`config.mk`:
```
export PLATFORM = sky130hd
export DESIGN_NAME = uart_rx_cmd_decoder
export DESIGN_NICKNAME = d
export VERILOG_FILES = /design/src/rtl/uart_rx_cmd_decoder.sv
export SDC_FILE = /design/constraint.sdc
export NUM_CORES = 1
export LEC_CHECK = 0
export ABC_AREA = 1
export CORE_MARGIN = 2
export CORE_UTILIZATION = 40
export CTS_CLUSTER_DIAMETER = 50
export DETAILED_ROUTE_END_ITERATION = 10
export PLACE_DENSITY_LB_ADDON = 0.15
export SETUP_SLACK_MARGIN = 0.2
export SLEW_MARGIN = 25
export SYNTH_ARGS = -nofsm -noshare
export SYNTH_HDL_FRONTEND = slang
export SYNTH_SLANG_ARGS = --single-unit
```
`constraint.sdc`:
```
create_clock -name RX_clk -period 2 [get_ports RX_clk]
set_input_delay 0.5 -clock RX_clk [delete_from_list [all_inputs] [get_ports RX_clk]]
set_output_delay 0.5 -clock RX_clk [all_outputs]
set_load 0.1 [all_outputs]
```
`src/rtl/uart_rx_cmd_decoder.sv`:
```
// Command frame parser: turns UART RX byte frames (AA addr data / BB addr) into
// register-file writes and reads, and returns read data on the UART TX path.
module uart_rx_cmd_decoder #(
  parameter int DATA_WIDTH = 8,
  parameter int ADDR_WIDTH = 4,
  parameter int TIMEOUT    = 255
) (
  input  logic                  RX_clk,
  input  logic                  RX_ARST,
  input  logic [DATA_WIDTH-1:0] RX_P_DATA,
  input  logic                  RX_DATA_VLD,
  input  logic                  RX_PAR_ERR,
  input  logic                  RX_STP_ERR,
  input  logic [DATA_WIDTH-1:0] RF_RdData,
  input  logic                  RF_RdData_VLD,
  input  logic                  TX_BUSY,
  output logic [ADDR_WIDTH-1:0] RF_Address,
  output logic [DATA_WIDTH-1:0] RF_WrData,
  output logic                  RF_WrEn,
  output logic                  RF_RdEn,
  output logic [DATA_WIDTH-1:0] TX_P_DATA,
  output logic                  TXDATA_VALID,
  output logic                  CMD_BUSY,
  output logic                  FRM_ERR
);

  // state   | meaning
  // IDLE    | waiting for a command byte
  // WR_ADDR | write frame, waiting for address byte
  // WR_DATA | write frame, waiting for data byte
  // RD_ADDR | read frame, waiting for address byte
  // RD_WAIT | read issued, waiting for register-file data
  // TX_SEND | holding read data until the transmitter is free
  typedef enum logic [2:0] {IDLE, WR_ADDR, WR_DATA, RD_ADDR, RD_WAIT, TX_SEND} state_t;

  localparam int CW = $clog2(TIMEOUT + 1);
  localparam logic [DATA_WIDTH-1:0] CMD_WR = DATA_WIDTH'(8'hAA);
  localparam logic [DATA_WIDTH-1:0] CMD_RD = DATA_WIDTH'(8'hBB);

  state_t                state, state_n;
  logic [CW-1:0]         cnt, cnt_n, cnt_inc;
  logic                  acc, bad, timed, tmo;
  logic [ADDR_WIDTH-1:0] addr_n;
  logic [DATA_WIDTH-1:0] wrdata_n, txd_n;
  logic                  wren_n, rden_n, txv_n, frm_n;

  assign acc     = RX_DATA_VLD & ~RX_PAR_ERR & ~RX_STP_ERR;
  assign bad     = RX_DATA_VLD & (RX_PAR_ERR | RX_STP_ERR);
  assign timed   = (state == WR_ADDR) || (state == WR_DATA) || (state == RD_ADDR) || (state == RD_WAIT);
  assign cnt_inc = cnt + CW'(1);
  assign tmo     = timed && (cnt_inc == CW'(TIMEOUT));

  always_comb begin
    state_n  = state;
    addr_n   = RF_Address;
    wrdata_n = RF_WrData;
    txd_n    = TX_P_DATA;
    wren_n   = 1'b0;
    rden_n   = 1'b0;
    txv_n    = 1'b0;
    frm_n    = 1'b0;
    // A byte (or read data) arriving on the timeout cycle takes priority over the abort.
    case (state)
      IDLE: begin
        if (acc) begin
          if (RX_P_DATA == CMD_WR)      state_n = WR_ADDR;
          else if (RX_P_DATA == CMD_RD) state_n = RD_ADDR;
          else                          frm_n   = 1'b1;
        end else if (bad) begin
          frm_n = 1'b1;
        end
      end
      WR_ADDR: begin
        if (acc) begin
          addr_n  = RX_P_DATA[ADDR_WIDTH-1:0];
          state_n = WR_DATA;
        end else if (bad || tmo) begin
          frm_n   = 1'b1;
          state_n = IDLE;
        end
      end
      WR_DATA: begin
        if (acc) begin
          wrdata_n = RX_P_DATA;
          wren_n   = 1'b1;
          state_n  = IDLE;
        end else if (bad || tmo) begin
          frm_n   = 1'b1;
          state_n = IDLE;
        end
      end
      RD_ADDR: begin
        if (acc) begin
          addr_n  = RX_P_DATA[ADDR_WIDTH-1:0];
          rden_n  = 1'b1;
          state_n = RD_WAIT;
        end else if (bad || tmo) begin
          frm_n   = 1'b1;
          state_n = IDLE;
        end
      end
      RD_WAIT: begin
        if (RF_RdData_VLD) begin
          txd_n   = RF_RdData;
          state_n = TX_SEND;
        end else if (tmo) begin
          frm_n   = 1'b1;
          state_n = IDLE;
        end
      end
      TX_SEND: begin
        if (!TX_BUSY) begin
          txv_n   = 1'b1;
          state_n = IDLE;
        end
      end
      default: state_n = IDLE;
    endcase

    cnt_n = cnt_inc;
    if ((state_n != state) || acc || !timed) cnt_n = '0;
  end

  always_ff @(posedge RX_clk or posedge RX_ARST) begin
    if (RX_ARST) begin
      state        <= IDLE;
      cnt          <= '0;
      RF_Address   <= '0;
      RF_WrData    <= '0;
      RF_WrEn      <= 1'b0;
      RF_RdEn      <= 1'b0;
      TX_P_DATA    <= '0;
      TXDATA_VALID <= 1'b0;
      CMD_BUSY     <= 1'b0;
      FRM_ERR      <= 1'b0;
    end else begin
      state        <= state_n;
      cnt          <= cnt_n;
      RF_Address   <= addr_n;
      RF_WrData    <= wrdata_n;
      RF_WrEn      <= wren_n;
      RF_RdEn      <= rden_n;
      TX_P_DATA    <= txd_n;
      TXDATA_VALID <= txv_n;
      CMD_BUSY     <= (state_n != IDLE);
      FRM_ERR      <= frm_n;
    end
  end

endmodule

```
=== Word level (Yosys, flattened, before mapping) ===
Index checks and enable logic that the tools add are counted.
W data, S select, Z words.

* Register bits after elaboration: 36
* Output and inout bits: 25

* Reduce and logical (&&, ||, !) cells: 15
* Bitwise gates (word level): 6
* Muxes and demuxes: 26
* Add/subtract/negate cells: 1
* Equal/unequal tests: 9

{| class="wikitable"
|+ Operators with widths
! cell !! count
|-
| $mux W3 || 10
|-
| $eq A8 B8 Y1 const B || 3
|-
| $pmux W3 S6 || 1
|-
| $mux W1 || 13
|-
| $add A8 B1 Y8 const B || 1
|-
| $mux W8 || 1
|-
| $eq A3 B2 Y1 const B || 2
|-
| $eq A3 B3 Y1 const B || 2
|-
| $logic_or A1 B1 Y1 || 6
|-
| $reduce_and A2 Y1 || 3
|-
| $and A1 B1 Y1 || 3
|-
| $eq A3 B1 Y1 const B || 1
|-
| $logic_not A3 Y1 || 1
|-
| $ne A3 B3 Y1 || 1
|-
| $pmux W1 S3 || 1
|-
| $reduce_bool A3 Y1 || 1
|-
| $reduce_or A3 Y1 || 1
|-
| $not A1 Y1 || 2
|-
| $reduce_or A2 Y1 || 1
|-
| $logic_and A1 B1 Y1 || 1
|-
| $logic_not A1 Y1 || 1
|-
| $or A1 B1 Y1 || 1
|}

=== Longest topological paths before layout ===
Gate-level depths: netlist of run 1.

* Word-level depth: 13
* Mapped depth: 14

=== Least setup slack after synthesis of run 1 ===
OpenSTA, ideal clock, no wires.

* Path kind: register -> register
* Start: register cnt[0]
* End: register CMD_BUSY
* Arrival: 1.593 ns
* Cell stages (with the launch flop): 11
* Buffers on the path: 0
* Setup slack: 0.276 ns
* Required time: 1.869 ns
* Path through: dfrtp_1 > ha_1 > nand2_1 > nand2_1 > nor2_1 > nand2_1 > nor2_2 > nand3_1 > nand2_1 > nand2_2 > or3_1

* Longest elaborated chain between the ends: 8
* Elaborated cells on any way between the ends: 12
* Those cells by class: add/sub (1); eq/ne (1); mux (7); reduce/logical (3)

{| class="wikitable"
|+ RTL lines
! element !! RTL line !! RTL
|-
| start, declared || 41 || <nowiki>logic [CW-1:0] cnt, cnt_n, cnt_inc;</nowiki>
|-
| start signal, assigned || 138 || <nowiki>cnt <= cnt_n;</nowiki>
|-
| $add A8 B1 Y8 * || 50 || <nowiki>assign cnt_inc = cnt + CW'(1);</nowiki>
|-
| $eq A8 B8 Y1 * || 51 || <nowiki>assign tmo = timed && (cnt_inc == CW'(TIMEOUT));</nowiki>
|-
| $logic_and A1 B1 Y1 * || 51 ||
|-
| $logic_or A1 B1 Y1 || 77, 87, 97 ||
|-
| $mux W3 || 77, 87, 97 ||
|-
| $mux W3, on equally long branches || 93, 74, 83 ||
|-
| $pmux W3 S6 * || 63 || <nowiki>case (state)</nowiki>
|-
| via state_n[2] || 40 || <nowiki>state_t state, state_n;</nowiki>
|-
| $reduce_bool A3 Y1 * || 145 || <nowiki>CMD_BUSY <= (state_n != IDLE);</nowiki>
|-
| end signal, assigned || 145 ||
|-
| end, declared || 23 || <nowiki>output logic CMD_BUSY,</nowiki>
|}

Mark *: on every way through the listed nets, which the timed path passes. The rest lies on a longest branch.
A chain may end at the register's enable or synchronous reset.

=== Worst setup path after layout of run 1 ===
Ends and elaborated chain as after synthesis.

==> impl_results.md, run 1 <==
- First-pass GRT wire length: 6.56 mm
- Io pins: 48
- Nets: 305
- Row count: 24
- Period minus WS final: 1.86 ns
- FMAX: between 500 and 600 MHz
- WHS: approximately 0.5 ns
- Initial antenna violation count: 0
- Cell count after placement: between 300 and 400
- Hold Path Class: flop to flop
- Most frequent cells in the layout: 51 x nand2_1, 34 x buf_4, 33 x dfrtp_1, 20 x inv_1, 20 x clkdlybuf4s50_1
- Place WS: -0.188 ns
- Iter 0 DRT Violations: between 90 and 100
- Slew of the pin with the lowest slew margin: 0.445 ns
- H-Tree Depth: 2
- Number of library cell types mapped by synthesis: 28
- Gr ovfl total: 0
- Vias in the first global route: 1,425
- CP Class: flop to flop
- DRT Pass-1 Iters: 6
- R2R depth: 10
- Cell Chain, Critical Path: inv_2 -> ha_4 -> nand2_4 -> nor2_4 -> nand2_2 -> nor2_4 -> nand3_2 -> nand2_2 -> nand2_2 -> or3_4
- Status: complete, no violations
- CP top delay family: simple AND/OR/NAND/NOR gates
- CTS clk-pin slew, worst paths: 0.07 ns
- Slew Limit Fails: 0
- CTS Buffer Depth: 2
- # hold bufs at CTS: 0
- Routed wire length: roughly 4.2 mm
- Wirelength per Cell: 12.6 um
- Reg2Reg Setup Slack: roughly 0.14 ns
- Pwr per Cell Area: roughly 1500 nW/um2
- CTS buffer count: 5
- HP Start: TX_P_DATA[6]
- Final core utilization: 65.3%
- Tcrit/Tclk final: about 93%
- TNS Setup: 0 ns
- Post-DP HPWL: 2.97 mm
- Die Area: approximately 5000 um2
- Die Span X: 70.6 um
- DRC violations left: 0
- Avg Vias per Cell: 4.71
- Yosys warnings: 0
- Cells after Synth: 203
- Antenna cells: 0
- Peak supply drop: roughly 0.9 mV
- Critical Path Start Type: flop
- CP dominant cell by count: nand2_2
- CP max stage cell: dfrtp_1
- GRT Total Usage: 16.9%
- Post-Syn Area: ~1800 um2
- Worst r2r dst: CMD_BUSY
- GPL Wtd Cong: around 0.83
- Crit end category: flop
- Hold path endpoint: TX_P_DATA[6]
- CTS Sinks: 36
- Post-synth top area cell: dfrtp_1
- Port bufs: 47
- Final Setup Violations: 0
- CTS root buf: clkbuf_8
- Syn nets: 228
- Launching point of the worst reg2reg path: cnt[0]
- Fin Clk Skew: 0.00301 ns
- RSZ-0062 raised after global routing: true
- Max-cap violations: 0
- Antenna-violating nets left: 0
- Flops & latches, synth: 36
- Relative slew margins: 70.3%
- Average cell area after synthesis: just under 9 um2
- CTS tree: built
- Top cells by area, synth: dfrtp_1 51%, nand2_1 14%, mux2_2 5.1%
- Clock Latency Late Sink: around 0.28 ns
- Core area: ~4300 um2
- Yosys top cell area share: 50.8%
- Non-Filler Instances: 332
- Layout area overhead: 59.2%
- Routed via count: roughly 1.6k
- Final hold violations: 0
- Leakage: 1.37 nW
- Post-synthesis sequential area ratio: 50.8%
- Leading cell type in the layout, fill and taps excluded: nand2_1
- Worst-path maximum fanout: 3
- Starting Density: 41.0%
- Largest net degree at the start of global routing: 37
- Hold path depth: 1
- WP data required: roughly 2.2 ns
- Worst Slack Setup Final: 0.137 ns
- Die Y: 70.6 um
- Critical path arrival: a little over 2 ns
- CP bufs+invs: 1
- Share of layout cells above drive strength 1: 45.0%
- Worst stage delay on the critical path: ~0.44 ns
[where the power goes]
group	internal [W]	total (W)	switching (W)
clock network	0.000236	0.000470	0.000233
logic	0.000793	0.00261	0.00181
registers	0.000929	0.00109	0.000158
total	0.00196	0.00416	0.00220
[stage by stage]
stage          cell area, um2  total power, W
2_1_floorplan            1770         0.00284
3_3_place_gp             2520         0.00355
3_5_place_dp             2520         0.00357
4_1_cts                  2650         0.00408
5_1_grt                  2820         0.00436
6_report                 2820         0.00416
[Yosys cell counts (all sizes together)]
cell / number
a21oi: 3
a31oi: 2
buf: 1
clkbuf: 1
dfrtp: 36
ha: 2
inv: 24
mux2: 8
nand2: 73
nand3: 9
nand4: 2
nor2: 22
nor3: 2
nor4: 3
o211ai: 1
o21ai: 11
or2: 1
or3: 1
xor2: 1
[how the worst max path moves through the flow]
stage                       from       end  slack (ns)  cells past startpoint
finish                    cnt[0]  CMD_BUSY        0.14                     10
global route              cnt[0]    cnt[3]        0.05                     13
CTS                       cnt[0]  CMD_BUSY        0.13                     11
detailed placement  RX_P_DATA[3]    cnt[2]       -0.19                     10
global placement    RX_P_DATA[3]    cnt[2]       -0.18                     10
floorplan                 cnt[0]  CMD_BUSY        0.28                     10
[flip-flops by register name, summed over array words and instances (netlist names)]
name          flops
RF_WrData         8
TX_P_DATA         8
FRM_ERR           1
state             3
TXDATA_VALID      1
CMD_BUSY          1
RF_RdEn           1
cnt               8
RF_Address        4
RF_WrEn           1
[worst reg2reg max path, delay by kind of cell, from the launching register on]
family | cells | cell delay [ns]
flops | 1 | 0.44
simple gates | 8 | 1.03
fa+ha+maj | 1 | 0.15
buf+inv | 1 | 0.13
[cell type report]
| cell class | count | area [um2] |
|---|---|---|
| flip-flops and latches | 36 | 905 |
| well taps | 52 | 65.1 |
| inverters | 24 | 90.1 |
| clock inverters | 1 | 5.00 |
| fillers | 354 | 1500 |
| multi-input cells | 141 | 920 |
| repair buffers | 72 | 766 |
| clock buffers | 6 | 72.6 |
[cells by family (layout without fill, tap and decap cells)]
family                     after synthesis  count (layout)  share of synthesized area [%]
AOI/OAI and AO/OA                       17              17                           5.50
xor gates and xnor gates                 1               1                          0.494
adders and majority gates                2               2                           1.41
buffers and inverters                   26             103                           5.93
DFF                                     36              36                           50.8
muxes                                    8               8                           5.08
and+or+nand+nor                        113             113                           30.8
[per-layer routing]
metal	routed length (um)	GRT usage [%]	part of all wire [%]
met1	1770	22.3	42
met5	0	0	0
met3	155	5.70	3.7
met4	44	4.40	1.1
met2	2200	26.8	53
[what timing repair did]
item	CTS	global route
pin swaps	3	20
buffers inserted	4	3
gates cloned	0	0
gates resized for setup	8	40
endpoints found under the setup margin	9	10
Power figures use the tool's default switching activity.
==> run 2, diff against run 1 <==
- CORE_MARGIN: 2 -> not set
==> run 2 against run 1 <==
Critical path depth up 1. Final area up 0.44%. Via count up 1.1%. Non-clock buffer count down 3. Combinational power up 2%. Total power up 3.1%. Register-to-register slack worse by 0.03 ns. Core utilization up 3.6 points. Critical endpoint unchanged. Highest routed layer unchanged.
==> impl_results.md, run 2 (same netlist as run 1, synthesis figures left out) <==
- Most frequent cells in the layout: 53 x nand2_1, 34 x dfrtp_1, 32 x buf_4, 22 x clkdlybuf4s50_1, 20 x inv_1 (was 51 x nand2_1, 34 x buf_4, 33 x dfrtp_1, 20 x inv_1, 20 x clkdlybuf4s50_1)
- Gr ovfl total: 0 (unchanged)
- Place WS: -0.143 ns (was -0.188 ns)
- Max-cap violations: 0 (unchanged)
- Port bufs: 47 (unchanged)
- GPL Wtd Cong: 0.891 (was 0.827)
- Io pins: 48 (unchanged)
- Starting Density: 43.1% (was 41.0%)
- Pwr per Cell Area: 1510 nW/um2 (was 1470 nW/um2)
- Cell count after placement: 314 (was 318)
- Leading cell type in the layout, fill and taps excluded: nand2_1 (unchanged)
- Vias in the first global route: 1,408 (was 1,425)
- Clk pwr share: 12.3% (was 11.3%)
- Antenna-violating nets left: 0 (unchanged)
- Period minus WS final: 1.89 ns (was 1.86 ns)
- Iter 0 DRT Violations: 50 (was 94)
- Cell Chain, Critical Path: buf_6 -> inv_6 -> ha_4 -> nand2_2 -> nor2_2 -> nand2_1 -> nor2_2 -> nand4_2 -> nand2_1 -> nand2_1 -> or3_1 (was inv_2 -> ha_4 -> nand2_4 -> nor2_4 -> nand2_2 -> nor2_4 -> nand3_2 -> nand2_2 -> nand2_2 -> or3_4)
- CTS buffer count: 5 (unchanged)
- Leakage: 1.34 nW (was 1.37 nW)
- CTS tree: built (unchanged)
- Seq pwr share: 26.1% (about the same)
- Sw Share: 53.3% (was 52.9%)
- Non-Filler Instances: 328 (was 332)
- Antenna cells: 0 (unchanged)
- CP max stage cell: dfrtp_2 (was dfrtp_1)
- CP bufs+invs: 2 (was 1)
- CP dominant cell by count: nand2_1 (was nand2_2)
- RSZ-0062 raised after global routing: true (unchanged)
- Initial antenna violation count: 0 (unchanged)
- Core area: 4120 um2 (was 4320 um2)
- Peak supply drop: 0.953 mV (was 0.913 mV)
- FMAX: 529 MHz (was 537 MHz)
- Clock Latency Late Sink: 0.28 ns (about the same)
- Critical Path Start Type: flop (unchanged)
- CTS clk-pin slew, worst paths: 0.07 ns (about the same)
- Crit end category: flop (unchanged)
- Die Area: 4700 um2 (was 4980 um2)
- Combinational fraction of design power: 61.7% (was 62.6%)
- Final hold violations: 0 (unchanged)
- Worst-path maximum fanout: 3 (unchanged)
- H-Tree Depth: 2 (unchanged)
- First-pass GRT wire length: 6.24 mm (was 6.56 mm)
- DRT Pass-1 Iters: 4 (was 6)
- GRT Total Usage: 18.3% (was 16.9%)
- Critical path arrival: 2.05 ns (was 2.02 ns)
- Relative slew margins: 69.1% (was 70.3%)
- Biggest regs: RF_WrData x8, TX_P_DATA x8, cnt x8 (unchanged)
- CTS Buffer Depth: 2 (unchanged)
- Routed wire length: 4.02 mm (was 4.17 mm)
- Slew of the pin with the lowest slew margin: 0.463 ns (was 0.445 ns)
- Hold Path Class: flop to flop (unchanged)
- Worst stage delay on the critical path: 0.44 ns (about the same)
- Share of layout cells above drive strength 1: 42.4% (was 45.0%)
- Row count: 23 (was 24)
- WP data required: 2.16 ns (about the same)
- CTS root buf: clkbuf_8 (unchanged)
- Largest net degree at the start of global routing: 37 (unchanged)
- Layout area overhead: 59.9% (was 59.2%)
- Status: complete, no violations (unchanged)
- Tcrit/Tclk final: 94.5% (was 93.2%)
- Routed via count: 1,580 (was 1,563)
- Net Switching: 0.00229 W (was 0.00220 W)
- CP Class: flop to flop (unchanged)
- Final Setup Violations: 0 (unchanged)
- Slew Limit Fails: 0 (unchanged)
- CTS Sinks: 36 (unchanged)
- CP top delay family: simple AND/OR/NAND/NOR gates (unchanged)
- Die Y: 68.6 um (was 70.6 um)
- Wirelength per Cell: 12.3 um (was 12.6 um)
- Die Span X: 68.6 um (was 70.6 um)
- Fin Clk Skew: 0.00349 ns (was 0.00301 ns)
- Avg Vias per Cell: 4.82 (was 4.71)
- DRC violations left: 0 (unchanged)
- Nets: 302 (was 305)
- Worst Slack Setup Final: 0.110 ns (was 0.137 ns)
- Int Power: 0.00200 W (was 0.00196 W)
- Post-DP HPWL: 2.81 mm (was 2.97 mm)
run 2: through the flow:
| step | hold slack (ns) | total power (W) | TNS, ns | instance area (um2) | util (%) |
|---|---|---|---|---|---|
| 4_1_cts | 0.509 | 0.00410 | 0 | 2620 | 63.8 |
| 6_report | 0.505 | 0.00429 | 0 | 2840 | 68.9 |
| 5_1_grt | 0.530 | 0.00446 | 0 | 2840 | 68.9 |
| 2_1_floorplan | 0.493 | 0.00284 | 0 | 1770 | - |
| 3_3_place_gp | 0.490 | 0.00352 | -0.856 | 2510 | 61.0 |
| 3_5_place_dp | 0.493 | 0.00353 | -1.08 | 2510 | 61.0 |
run 2: area by class of cell:
type	count	area, um2
clock buffer	8	90.1
inverter	24	95.1
fill	334	1280
multi-input combinational	141	941
timing repair buffer	69	743
tap	50	62.6
sequential	36	903
run 2: repair_timing:
item                       4_1_cts  5_1_grt
setup buffers                    2        4
pin swaps                        3        9
setup endpoints to repair        9       10
resized for setup                3       46
hold buffers                     0        0
run 2: worst paths after layout:
kind / startpoint / end / slack, ns / cells past startpoint
max: cnt[0] / CMD_BUSY / 0.11 / 11
min: TX_P_DATA[6] / TX_P_DATA[6] / 0.51 / 1
max reg2reg: cnt[0] / CMD_BUSY / 0.11 / 11
min reg2reg: TX_P_DATA[6] / TX_P_DATA[6] / 0.51 / 1
max in group asynchronous: RX_ARST / state[0] / 1.03 / 3
min in group asynchronous: RX_ARST / cnt[0] / 0.61 / 3
run 2: power groups by stage:
stage	Sequential [W]	Combinational [W]	Clock [W]
after floorplan	0.00229	0.000549	0
after global placement	0.00111	0.00241	0
after detailed placement	0.00112	0.00241	0
after CTS	0.00111	0.00245	0.000539
after global routing	0.00114	0.00275	0.000567
final	0.00112	0.00265	0.000527
run 2: routing by layer:
metal / wire length [um] / vias up / GRT usage [%]
li1: - / 793 / -
met1: 1750 / 741 / 23.6
met2: 1980 / 40 / 28.1
met3: 226 / 6 / 5.76
met4: 64 / 0 / 7.81
met5: 0 / - / 0
==> run 3, diff against run 2 <==
- DONT_BUFFER_PORTS: not set -> 1
- GPL_ROUTABILITY_DRIVEN: not set -> 1
==> run 3 against run 2 <==
Worst hold slack worse by 0.31 ns. Clock power up 32%. Maximum frequency is 0.40% higher. Sequential share of layout area is 8.6 points higher. Cell count fell by 12%. Clock skew up 0.0015 ns. Critical path depth stayed put.
==> impl_results.md, run 3 (same netlist as run 1, synthesis figures left out) <==
- Iter 0 DRT Violations: 32 (was 50)
- Worst-path maximum fanout: 3 (unchanged)
- Period minus WS final: 1.88 ns (was 1.89 ns)
- Routed wire length: 3.65 mm (was 4.02 mm)
- Tcrit/Tclk final: 94.1% (was 94.5%)
- CP Class: flop to flop (unchanged)
- PnR Total Power: 0.00392 W (was 0.00429 W)
- H-Tree Depth: 2 (unchanged)
- Port bufs: 0 (was 47)
- TNS Setup: 0 ns (unchanged)
- Met2 Use GR: 30.0% (was 28.1%)
- Top Usage Layer GRT: met2 (unchanged)
- CTS clk-pin slew, worst paths: 0.07 ns (about the same)
- Antenna-violating nets left: 0 (unchanged)
- Grt met3 use: 5.59% (was 5.76%)
- DRT Pass-1 Iters: 4 (unchanged)
- Placed instance area: 1970 um2 (was 2510 um2)
- Avg Vias per Cell: 4.95 (was 4.82)
- Pwr per Cell Area: 1760 nW/um2 (was 1510 nW/um2)
- Slew Limit Fails: 0 (unchanged)
- Starting Density: 43.1% (unchanged)
- GRT Total Usage: 18.0% (was 18.3%)
- Routed via count: 1,427 (was 1,580)
- Peak supply drop: 0.736 mV (was 0.953 mV)
- Vias in the first global route: 1,406 (was 1,408)
- Place WS: 0.0948 ns (was -0.143 ns)
- Crit end category: flop (unchanged)
- Core area: 4120 um2 (unchanged)
- Slew of the pin with the lowest slew margin: 0.903 ns (was 0.463 ns)
- CTS buffer count: 5 (unchanged)
- Final core utilization: 54.2% (was 68.9%)
- Layout area overhead: 25.8% (was 59.9%)
- Met1 Resource Use GR: 21.4% (was 23.6%)
- Clock Latency Late Sink: 0.29 ns (was 0.28 ns)
- CTS root buf: clkbuf_8 (unchanged)
- WP data required: 2.17 ns (was 2.16 ns)
- Fill cell count: 373 (was 334)
- Initial antenna violation count: 0 (unchanged)
- Final Instance Area: 2230 um2 (was 2840 um2)
- Critical Path Start Type: flop (unchanged)
- CTS Buffer Depth: 2 (unchanged)
- Row count: 23 (unchanged)
- Largest net degree at the start of global routing: 37 (unchanged)
- Leading cell type in the layout, fill and taps excluded: nand2_1 (unchanged)
- Antenna cells: 0 (unchanged)
- Io pins: 48 (unchanged)
- RSZ-0062 raised after global routing: true (unchanged)
- Most frequent cells in the layout: 57 x nand2_1, 35 x dfrtp_1, 28 x buf_4, 21 x inv_1 (was 53 x nand2_1, 34 x dfrtp_1, 32 x buf_4, 22 x clkdlybuf4s50_1, 20 x inv_1)
- Die Span X: 68.6 um (unchanged)
- Wirelength per Cell: 12.7 um (was 12.3 um)
- GPL Wtd Cong: 0.864 (was 0.891)
- CTS tree: built (unchanged)
- CTS Sinks: 36 (unchanged)
- Status: complete, no violations (unchanged)
- Final Setup Violations: 0 (unchanged)
- Leakage: 1.11 nW (was 1.34 nW)
- Nets: 262 (was 302)
- First-pass GRT wire length: 6.09 mm (was 6.24 mm)
- Die Area: 4700 um2 (unchanged)
- Share of layout cells above drive strength 1: 37.4% (was 42.4%)
- Die Y: 68.6 um (unchanged)
- Final hold violations: 0 (unchanged)
- Relative slew margins: 39.8% (was 69.1%)
- Post-DP HPWL: 2.68 mm (was 2.81 mm)
- FMAX: 531 MHz (was 529 MHz)
- Hold Path Class: primary input to asynchronous set/reset pin (was flop to flop)
- Max-cap violations: 0 (unchanged)
- Critical path arrival: 2.06 ns (was 2.05 ns)
- Worst Slack Setup Final: 0.118 ns (was 0.110 ns)
- # hold bufs at CTS: 0 (unchanged)
- Biggest regs: RF_WrData x8, TX_P_DATA x8, cnt x8 (unchanged)
- Gr ovfl total: 0 (unchanged)
- DRC violations left: 0 (unchanged)
- Fin Clk Skew: 0.00498 ns (was 0.00349 ns)
==> run 3: cell count changes in the layout (fill, tap and decap cells not counted), sizes merged <==
cell	previous run	this run
bufinv	0	1
clkbuf	8	7
clkdlybuf4s50	22	0
buf	47	29
==> run 3: path summary, 6_finish.rpt <==
kind	start	to	slack, ns	depth (start not counted)
worst max-delay path	cnt[0]	CMD_BUSY	0.12	11
worst min-delay path	RX_ARST	cnt[1]	0.19	2
worst max register to register	cnt[0]	CMD_BUSY	0.12	11
worst min register to register	state[1]	TXDATA_VALID	0.56	1
max in group asynchronous	RX_ARST	state[0]	1.46	2
min in group RX_clk	TX_BUSY	TXDATA_VALID	0.27	1
==> run 3: worst max-delay path, stage by stage (launching register included) <==
cell and delay (ns):
dfrtp_1 0.43, ha_4 0.18, inv_1 0.04, nand2_1 0.07
nand2_2 0.06, nor2_1 0.10, nand2_1 0.07, nor2_2 0.13
nand4_2 0.12, nand2_2 0.11, nand2_2 0.06, or3_4 0.39
==> run 3: layout make-up <==
cell class / count / area [um2] / share of cell area [%]
well taps: 50 / 62.6 / 2.81
clock buffers: 7 / 96.3 / 4.32
clock inverters: 1 / 30.0 / 1.35
repair buffers: 29 / 221 / 9.93
flip-flops and latches: 36 / 902 / 40.5
inverters: 24 / 95.1 / 4.26
multi-input cells: 141 / 822 / 36.9
==> run 3: per-layer routing <==
layer  share of wire [%]  wire length [um]  vias to the layer above
li1                    -                 -                      706
met1                  42              1520                      663
met2                  50              1810                       53
met3                 7.2               262                        5
met4                 1.6                59                        0
met5                   0                 0                        -
==> run 3: metrics by stage <==
| step | instances | hold WS [ns] |
|---|---|---|
| after global routing | 288 | 0.238 |
| after floorplan | 203 | 0.493 |
| final | 288 | 0.194 |
| after global placement | 271 | 0.509 |
| after CTS | 286 | 0.210 |
| after detailed placement | 271 | 0.515 |
==> run 3: report_power, final <==
| group | total [W] | internal, W | leakage (nW) | switching, W |
|---|---|---|---|---|
| logic | 0.00155 | 0.000457 | 0.572 | 0.00109 |
| registers | 0.00167 | 0.000914 | 0.470 | 0.000759 |
| clock network | 0.000697 | 0.000440 | 0.0645 | 0.000258 |
==> run 3: repair_timing <==
item                       4_1_cts  5_1_grt
gates resized for setup          4       15
pin swaps                        7       11
buffers inserted                 7        2
cloned                           0        0
setup endpoints to repair        9       10
